==> config.mk <==
export PLATFORM = sky130hd
export DESIGN_NAME = instr_sequencer
export DESIGN_NICKNAME = d
export VERILOG_FILES = /design/src/rtl/instr_sequencer.sv
export SDC_FILE = /design/constraint.sdc
export NUM_CORES = 1
export LEC_CHECK = 0
export ABC_AREA = 0
export BUFFER_PORTS_ARGS = -buffer_cell sky130_fd_sc_hd__buf_2
export CAP_MARGIN = 20
export CORE_MARGIN = 2
export CORE_UTILIZATION = 42
export DETAILED_ROUTE_END_ITERATION = 8
export SLEW_MARGIN = 20
export SYNTH_ARGS = -nofsm -noshare
export SYNTH_HDL_FRONTEND = slang
export SYNTH_SLANG_ARGS = --single-unit
export TNS_END_PERCENT = 10
==> constraint.sdc <==
create_clock -name clk -period 2.9 [get_ports clk]
set_input_delay 0.725 -clock clk [delete_from_list [all_inputs] [get_ports clk]]
set_output_delay 0.725 -clock clk [all_outputs]
set_load 0.02 [all_outputs]
==> src/rtl/instr_sequencer.sv <==
// Purpose : broadcast instruction sequencer; runs a 16-bit program from local memory,
//           issues normal words to the cores and interprets WAIT/END control words.
// Ports   : clk/reset (sync, active-high); prog_we/prog_addr/prog_data load program
//           memory (IDLE only); glob_we/glob_addr/glob_data write 16 global registers
//           (any state); start/stop control; opcode/execute broadcast; busy; done pulse.
module instr_sequencer #(
  parameter int BIT_WIDTH  = 8,
  parameter int PROG_DEPTH = 32,
  localparam int PA        = $clog2(PROG_DEPTH)
) (
  input  logic                    clk,
  input  logic                    reset,
  input  logic                    prog_we,
  input  logic [PA-1:0]           prog_addr,
  input  logic [15:0]             prog_data,
  input  logic                    glob_we,
  input  logic [3:0]              glob_addr,
  input  logic [BIT_WIDTH-1:0]    glob_data,
  input  logic                    start,
  input  logic                    stop,
  output logic [15:0]             opcode,
  output logic                    execute,
  output logic [16*BIT_WIDTH-1:0] global_registers_out,
  output logic                    busy,
  output logic                    done
);

  localparam logic [1:0] ST_IDLE = 2'd0;
  localparam logic [1:0] ST_RUN  = 2'd1;
  localparam logic [1:0] ST_WAIT = 2'd2;

  logic [1:0]           state;
  logic [PA-1:0]        pc;         // address of the word held in fdat
  logic [PA-1:0]        pc_inc;
  logic [3:0]           cnt;
  logic [15:0]          fdat;       // prefetched word at address pc
  logic                 fvld;       // fdat holds mem[pc]; clear only on the first RUN cycle
  logic                 wait_last;  // current WAIT was fetched from the last address
  logic [15:0]          mem [PROG_DEPTH];
  logic [BIT_WIDTH-1:0] glob [16];

  logic is_ctrl;
  logic is_end;
  logic pc_last;

  assign pc_inc  = pc + {{(PA-1){1'b0}}, 1'b1};
  assign is_ctrl = (fdat[15:14] == 2'b11) && fdat[7];
  assign is_end  = is_ctrl && fdat[6];
  assign pc_last = &pc;
  assign busy    = (state != ST_IDLE);

  // Program memory is deliberately outside the reset domain.
  always_ff @(posedge clk) begin
    if (prog_we && (state == ST_IDLE)) begin
      mem[prog_addr] <= prog_data;
    end
  end

  always_ff @(posedge clk) begin
    if (reset) begin
      for (int g = 0; g < 16; g++) begin
        glob[g] <= '0;
      end
    end else if (glob_we) begin
      glob[glob_addr] <= glob_data;
    end
  end

  for (genvar g = 0; g < 16; g++) begin : g_pack
    assign global_registers_out[BIT_WIDTH*g +: BIT_WIDTH] = glob[g];
  end

  // Sequencer. The word at pc is prefetched into fdat so that the edge ending a
  // WAIT can issue the next word directly; this makes the bubble exactly cnt+1.
  always_ff @(posedge clk) begin
    if (reset) begin
      state     <= ST_IDLE;
      pc        <= '0;
      cnt       <= '0;
      fdat      <= '0;
      fvld      <= 1'b0;
      wait_last <= 1'b0;
      opcode    <= '0;
      execute   <= 1'b0;
      done      <= 1'b0;
    end else begin
      execute <= 1'b0;
      done    <= 1'b0;
      if (state == ST_IDLE) begin
        if (start && !stop) begin
          state <= ST_RUN;
          pc    <= '0;
          fvld  <= 1'b0;
        end
      end else if ((state != ST_RUN) && (state != ST_WAIT)) begin
        state <= ST_IDLE;
        pc    <= '0;
        fvld  <= 1'b0;
      end else if (stop) begin
        state <= ST_IDLE;
        pc    <= '0;
        fvld  <= 1'b0;
      end else if ((state == ST_RUN) && !fvld) begin
        fdat <= mem[pc];
        fvld <= 1'b1;
      end else if ((state == ST_WAIT) && (cnt != 4'd0)) begin
        cnt <= cnt - 4'd1;
      end else if ((state == ST_WAIT) && wait_last) begin
        // WAIT at the final address: program completes once the bubble ends.
        done  <= 1'b1;
        state <= ST_IDLE;
        pc    <= '0;
        fvld  <= 1'b0;
      end else if (!is_ctrl) begin
        opcode  <= fdat;
        execute <= 1'b1;
        if (pc_last) begin
          done  <= 1'b1;
          state <= ST_IDLE;
          pc    <= '0;
          fvld  <= 1'b0;
        end else begin
          state <= ST_RUN;
          pc    <= pc_inc;
          fdat  <= mem[pc_inc];
        end
      end else if (is_end) begin
        done  <= 1'b1;
        state <= ST_IDLE;
        pc    <= '0;
        fvld  <= 1'b0;
      end else begin
        state     <= ST_WAIT;
        cnt       <= fdat[3:0];
        wait_last <= pc_last;
        pc        <= pc_inc;
        fdat      <= mem[pc_inc];
      end
    end
  end

endmodule
## Yosys cells after proc, flatten, opt, wreduce, memory -nomap -nowiden

Memory sizes are Yosys's and may differ from the RTL's. A register that Yosys moved wholly into a read port is not among the register bits.
Cells that the tools add are included.

| operators by class | value |
|---|---|
| muxes and demuxes | 57 |
| equal/unequal tests | 16 |
| $add $sub $neg | 2 |
| bitwise operators | 8 |
| reductions and logical operators | 25 |

Operator list:

| kind | number |
|---|---|
| $mux W16 | 6 |
| $mux W5 | 12 |
| $mux W1 | 24 |
| $reduce_and A7 Y1 | 3 |
| $mux W4 | 5 |
| $mux W2 | 9 |
| $logic_and A1 B1 Y1 | 8 |
| $mux W8 | 1 |
| $ne A2 B2 Y1 const B | 4 |
| $ne A4 B4 Y1 const B | 2 |
| $not A1 Y1 | 8 |
| $reduce_and A8 Y1 | 1 |
| $reduce_or A8 Y1 | 1 |
| $ne A7 B2 Y1 const B | 1 |
| $reduce_bool A7 Y1 | 1 |
| $reduce_or A7 Y1 | 1 |
| $ne A2 B1 Y1 const B | 3 |
| $ne A3 B2 Y1 const B | 2 |
| $reduce_or A6 Y1 | 1 |
| $add A5 B1 Y5 const B | 1 |
| $ne A5 B5 Y1 const B | 1 |
| $reduce_and A5 Y1 | 1 |
| $eq A2 B2 Y1 const B | 2 |
| $reduce_and A4 Y1 | 1 |
| 7 further kinds | 9 |

| word-level totals | value |
|---|---|
| memories kept | 2 |
| memory bits (writable) | 640 |
| flip-flop bits (word level) | 47 |
| bits of input ports | 39 |
| logic and storage cells | 119 |
| output and inout port bits | 147 |

Memories:

| name | words | width | rd ports | clocked after Yosys merged registers in | wr ports | RTL line | RTL |
|---|---|---|---|---|---|---|---|
| mem | 32 | 16 | 2 | 1 | 1 | 39 | `logic [15:0] mem [PROG_DEPTH];` |
| glob | 16 | 8 | 16 | 0 | 16 | 40 | `logic [BIT_WIDTH-1:0] glob [16];` |

## Depth between registers and ports, before layout

| depth | value |
|---|---|
| word-level depth | 13 |
| depth in mapped cells | 10 |
| mapped depth without buffers | 8 |

## Worst setup path before layout

Ideal clock, no wire load.

| timing path | value |
|---|---|
| path kind | reg-to-reg |
| start | reg state[0] |
| end | mem mem[12][0] (enable) |
| arrival time | 2.099 ns |
| clock period less this slack | 2.487 ns |
| path buffers | 2 |
| stages on the path, launching flop included | 8 |
| path slack | 0.413 ns |
| required time | 2.512 ns |
| cell sequence | dfxtp_1 inv_1 ha_1 clkbuf_1 nand2_1 or3_1 clkbuf_1 nor2_1 |

| between the ends | value |
|---|---|
| longest elaborated chain between the ends | 4 |

RTL lines:

| element | RTL line | RTL |
|---|---|---|
| start: declaration | 32 | `logic [1:0] state;` |
| start signal: assignment | 77 | `state <= ST_IDLE;` |
| start signal: assignment | 91 | `state <= ST_RUN;` |
| start signal: assignment | 96 | `state <= ST_IDLE;` |
| $logic_not A2 Y1 | 54 | `if (prog_we && (state == ST_IDLE)) begin` |
| $logic_and A1 B1 Y1 | 54 |  |
| $mux W1 | 54 |  |
| $mux W1 (not written as such) | 55 | `mem[prog_addr] <= prog_data;` |
| end: declaration | 39 |  |

No other way between the ends.

## Final worst setup path

| timing path | value |
|---|---|
| start | reg pc[1] |
| end | reg fdat[2] |

| between the ends | value |
|---|---|
| longest elaborated chain between the ends | 7 |
| elaborated cells on any way between the ends | 11 |
| those cells by class | add/sub (1); eq/ne (1); mux (6); reduce/logical (2); memory (1) |

RTL lines:

| element | RTL line | RTL |
|---|---|---|
| start: declaration | 33 | `logic [PA-1:0] pc;` |
| start signal: assignment | 124 | `pc <= pc_inc;` |
| start signal: assignment | 136 | `pc <= pc_inc;` |
| $add A5 B1 Y5 | 46 | `assign pc_inc = pc + {{(PA-1){1'b0}}, 1'b1};` |
| $mem_v2 Z32 W16 | -- |  |
| $mux W16 (on tied branches) | 117, 127 |  |
| $mux W16 | 114 | `end else if (!is_ctrl) begin` |
| $mux W16 | 108 | `end else if ((state == ST_WAIT) && wait_last) begin` |
| $mux W16 | 106 | `end else if ((state == ST_WAIT) && (cnt != 4'd0)) begin` |
| $mux W16 | 103 | `end else if ((state == ST_RUN) && !fvld) begin` |
| end signal: assignment | 104 | `fdat <= mem[pc];` |
| end signal: assignment | 125 | `fdat <= mem[pc_inc];` |
| end signal: assignment | 137 | `fdat <= mem[pc_inc];` |
| end: declaration | 36 | `logic [15:0] fdat;` |

Parallel ways exist; a longest one is shown, timed or not. The select of a mux whose other input is x is not followed.
A chain may end at the register's enable or synchronous reset.

==> run_results.csv <==
group,metric,value,unit
timing,finalHoldViolCount,0,
synthesis,netlist_instances,1842,
detailed_routing,via_per_inst,6.042,
run,cap_violations,0,
detailed_routing,dr.pass1.iters,5,
synthesis,yosys_warnings,0,
synthesis,synth_compound_area_frac,0.03501,
synthesis,synth_area,0.03116,sq mm
floorplanning,rows,99,
floorplanning,die-area,0.07640,sq mm
timing,timing.final.crit_share,0.9045,
timing,drv_slew,0,
synthesis,yosys.area_share.simple,0.08166,
clock_tree,cts_tree,"built",
timing,slew_headroom,0.4720,
floorplanning,start_util,0.4257,
detailed_routing,wl_per_cell,28.79,um
critical_path,path_class,"reg -> reg",
status,status,"complete, no violations",
timing,setup_violations,0,
synthesis,synth_edf_count,640,
critical_path,crit_path_end_kind,"flop",
clock_tree,clk_pin_slew,0.06,ns
detailed_routing,drc,0,
critical_path,crit_required,3.41,ns
clock_tree,holdBufCountCts,0,
floorplanning,io_pins,186,
critical_path,crit_chain,"ha_4, xor2_4, buf_4, mux2i_1, a31oi_1, nand4_1, a311oi_1",
grt,grt_overflow_total,0,
clock_tree,cts_buffers,75,
synthesis,synthArstFlopShare,0,
finish,final_area,0.03630,sq mm
timing,rsz0062_at_grt,"no",
grt,grt_pass1_wl,132100,um
synthesis,yosys_register_bits,692,
grt,grt_pass1_vias,19148,
timing,finClkSkew,0.02214,ns
critical_path,slowest_stage,"a31oi_1",
synthesis,synthAdderAreaFrac,0.002409,
detailed_routing,drt_iter0_drc,2130,
floorplanning,coreArea,0.07321,sq mm
min_path,hold_path_class,"reg -> reg",
critical_path,startpoint_type,"flop",
timing,tns,0,ns
placement,dp_hpwl,58290,um
clock_tree,worstSkewPairLatency,0.61,ns
critical_path,cp_top_family,"compound AO/OA/AOI/OAI gates",
critical_path,critPathMaxFanout,14,
detailed_routing,drt.antenna.violating_nets,0,
finish,areaGrowthSynthToFinish,16.48,%
detailed_routing,routed_wl,90200,um
floorplanning,die_h,276.4,um
synthesis,synth_top_area_share,0.6167,
clock_tree,cts_resized,0,
timing,fmax,381.2,MHz
placement,io_buffers,185,
synthesis,synthTopCellsByCount,"edfxtp_1, mux4_2, and2_1",
placement,placed_area,0.03389,sq mm
synthesis,synth_ff_type,"edfxtp_1",
synthesis,synth_top_family_by_area,"multiplexers",
synthesis,yosys.cell_types.count,55,
power,power,21.67,mW
clock_tree,cts_num_sinks,692,
placement,place_congestion,0.8905,
grt,gr-usage-met3,0.05408,
critical_path,cp_slowest_stage_delay,0.45,ns
timing,finalCriticalPeriod,2.623,ns
synthesis,synth_mux_area_frac,0.2048,
grt,gr-usage-met1,0.3198,
clock_tree,root_buffer,"clkbuf_16",
synthesis,post-synth-top-area-cell,"edfxtp_1",
power,p_per_area,597.1,mW/mm^2
synthesis,yosysMostFrequentCell,"edfxtp_1",
detailed_routing,vias,18929,
floorplanning,dieWidth,276.4,um
grt,gr-usage-all-layers,0.2356,
finish,drive_gt1_frac,0.3427,
synthesis,synthTopCellsByArea,"edfxtp_1, mux4_2, dfxtp_1",
critical_path,crit_arrival,3.14,ns
power,ir_drop,348.3,uV
timing,tightest_slew,0.7920,ns
synthesis,syn-mean-instance-area,16.92,sq um
grt,antenna_found_initial,7,
synthesis,ys_seq_area_frac,0.6501,
grt,top_usage_layer,"met2",
synthesis,synth_xor_xnor_area_share,0.001847,
critical_path,crit_buf_inv,1,
power,leakagePower,11.69,nW
grt,grt_max_degree,56,
clock_tree,post_cts_buffers,0,
clock_tree,cts_buffer_depth,3,
clock_tree,cts_htree_levels,3,
synthesis,synth_nets,1887,
finish,fin_nets,2157,
grt,globalRouteMet2Util,0.3794,
-- placed cells by master (no fill, tap or decap), types with 25 or more instances in the layout --
| cell type | count |
|---|---|
| edfxtp_1 | 640 |
| and2_1 | 129 |
| dfxtp_1 | 48 |
| mux2_2 | 45 |
| mux4_2 | 224 |
| buf_4 | 117 |
| nor2b_1 | 25 |
| clkbuf_16 | 76 |
| nand3_1 | 36 |
| nand4_1 | 33 |
| nand2_1 | 110 |
| buf_2 | 185 |
| nor2_1 | 96 |
| mux2i_1 | 83 |
-- area by class of cell --
class / instances / area [sq um]
antenna: 3 / 7.507
clock inverter: 46 / 419.2
timing repair buffer: 321 / 2185
fill: 6014 / 36910
tap: 959 / 1200
multi-input combinational: 1015 / 10200
sequential: 692 / 20270
clock buffer: 90 / 1984
inverter: 7 / 26.28
-- report_power, final --
part	switching (mW)	total (mW)	leakage, nW	internal, mW
clock	3.93	9.37	1.16	5.44
combinational	0.780	1.14	4.28	0.358
sequential	0.0930	11.2	6.25	11.1
-- worst reg2reg max path: cells and delay by family, from the launching register on --
| kind | cells | cell delay (ns) |
|---|---|---|
| AO/OA/AOI/OAI | 2 | 0.75 |
| XOR/XNOR | 1 | 0.40 |
| adder cells (fa/ha/maj) | 1 | 0.21 |
| buffers and inverters | 1 | 0.40 |
| flip-flops | 1 | 0.42 |
| multiplexers | 1 | 0.19 |
| AND/OR/NAND/NOR | 1 | 0.16 |
-- stage by stage --
step                      utilization  hold WS, ns  instances  setup WS (ns)
after floorplan                     -       0.4365       1842         0.4130
after global placement         0.4629       0.4628       2994         0.2334
after detailed placement       0.4629       0.4759       2994         0.2816
after CTS                      0.4958       0.4904       3130         0.2637
after global routing           0.4958       0.5221       3130         0.1015
final                          0.4959       0.4860       3133         0.2768
-- final timing paths --
path	startpoint	slack (ns)	to	depth (start not counted)
worst max register to register	pc[1]	0.28	fdat[2]	7
worst min register to register	opcode[15]	0.49	opcode[15]	2
worst min-delay path	opcode[15]	0.49	opcode[15]	2
worst max-delay path	pc[1]	0.28	fdat[2]	7
-- layer usage --
layer	share of wire	wire [um]
met2	0.47	42770
met5	0.00023	21
met1	0.40	36310
met3	0.097	8772
met4	0.026	2324
-- logic make-up after synthesis --
logic type,after synthesis
flip-flops,692
adder cells (fa/ha/maj),6
AO/OA/AOI/OAI,158
AND/OR/NAND/NOR,495
XOR/XNOR,4
buffers and inverters,135
multiplexers,352
-- registers in the layout, indices dropped and copies added, names as in the netlist, named ones only --
register,cells
mem,512
state,2
fdat,16
done,1
execute,1
pc,5
glob,128
wait_last,1
opcode,16
fvld,1
cnt,4
Note: power is estimated with default switching activity, not from simulation.
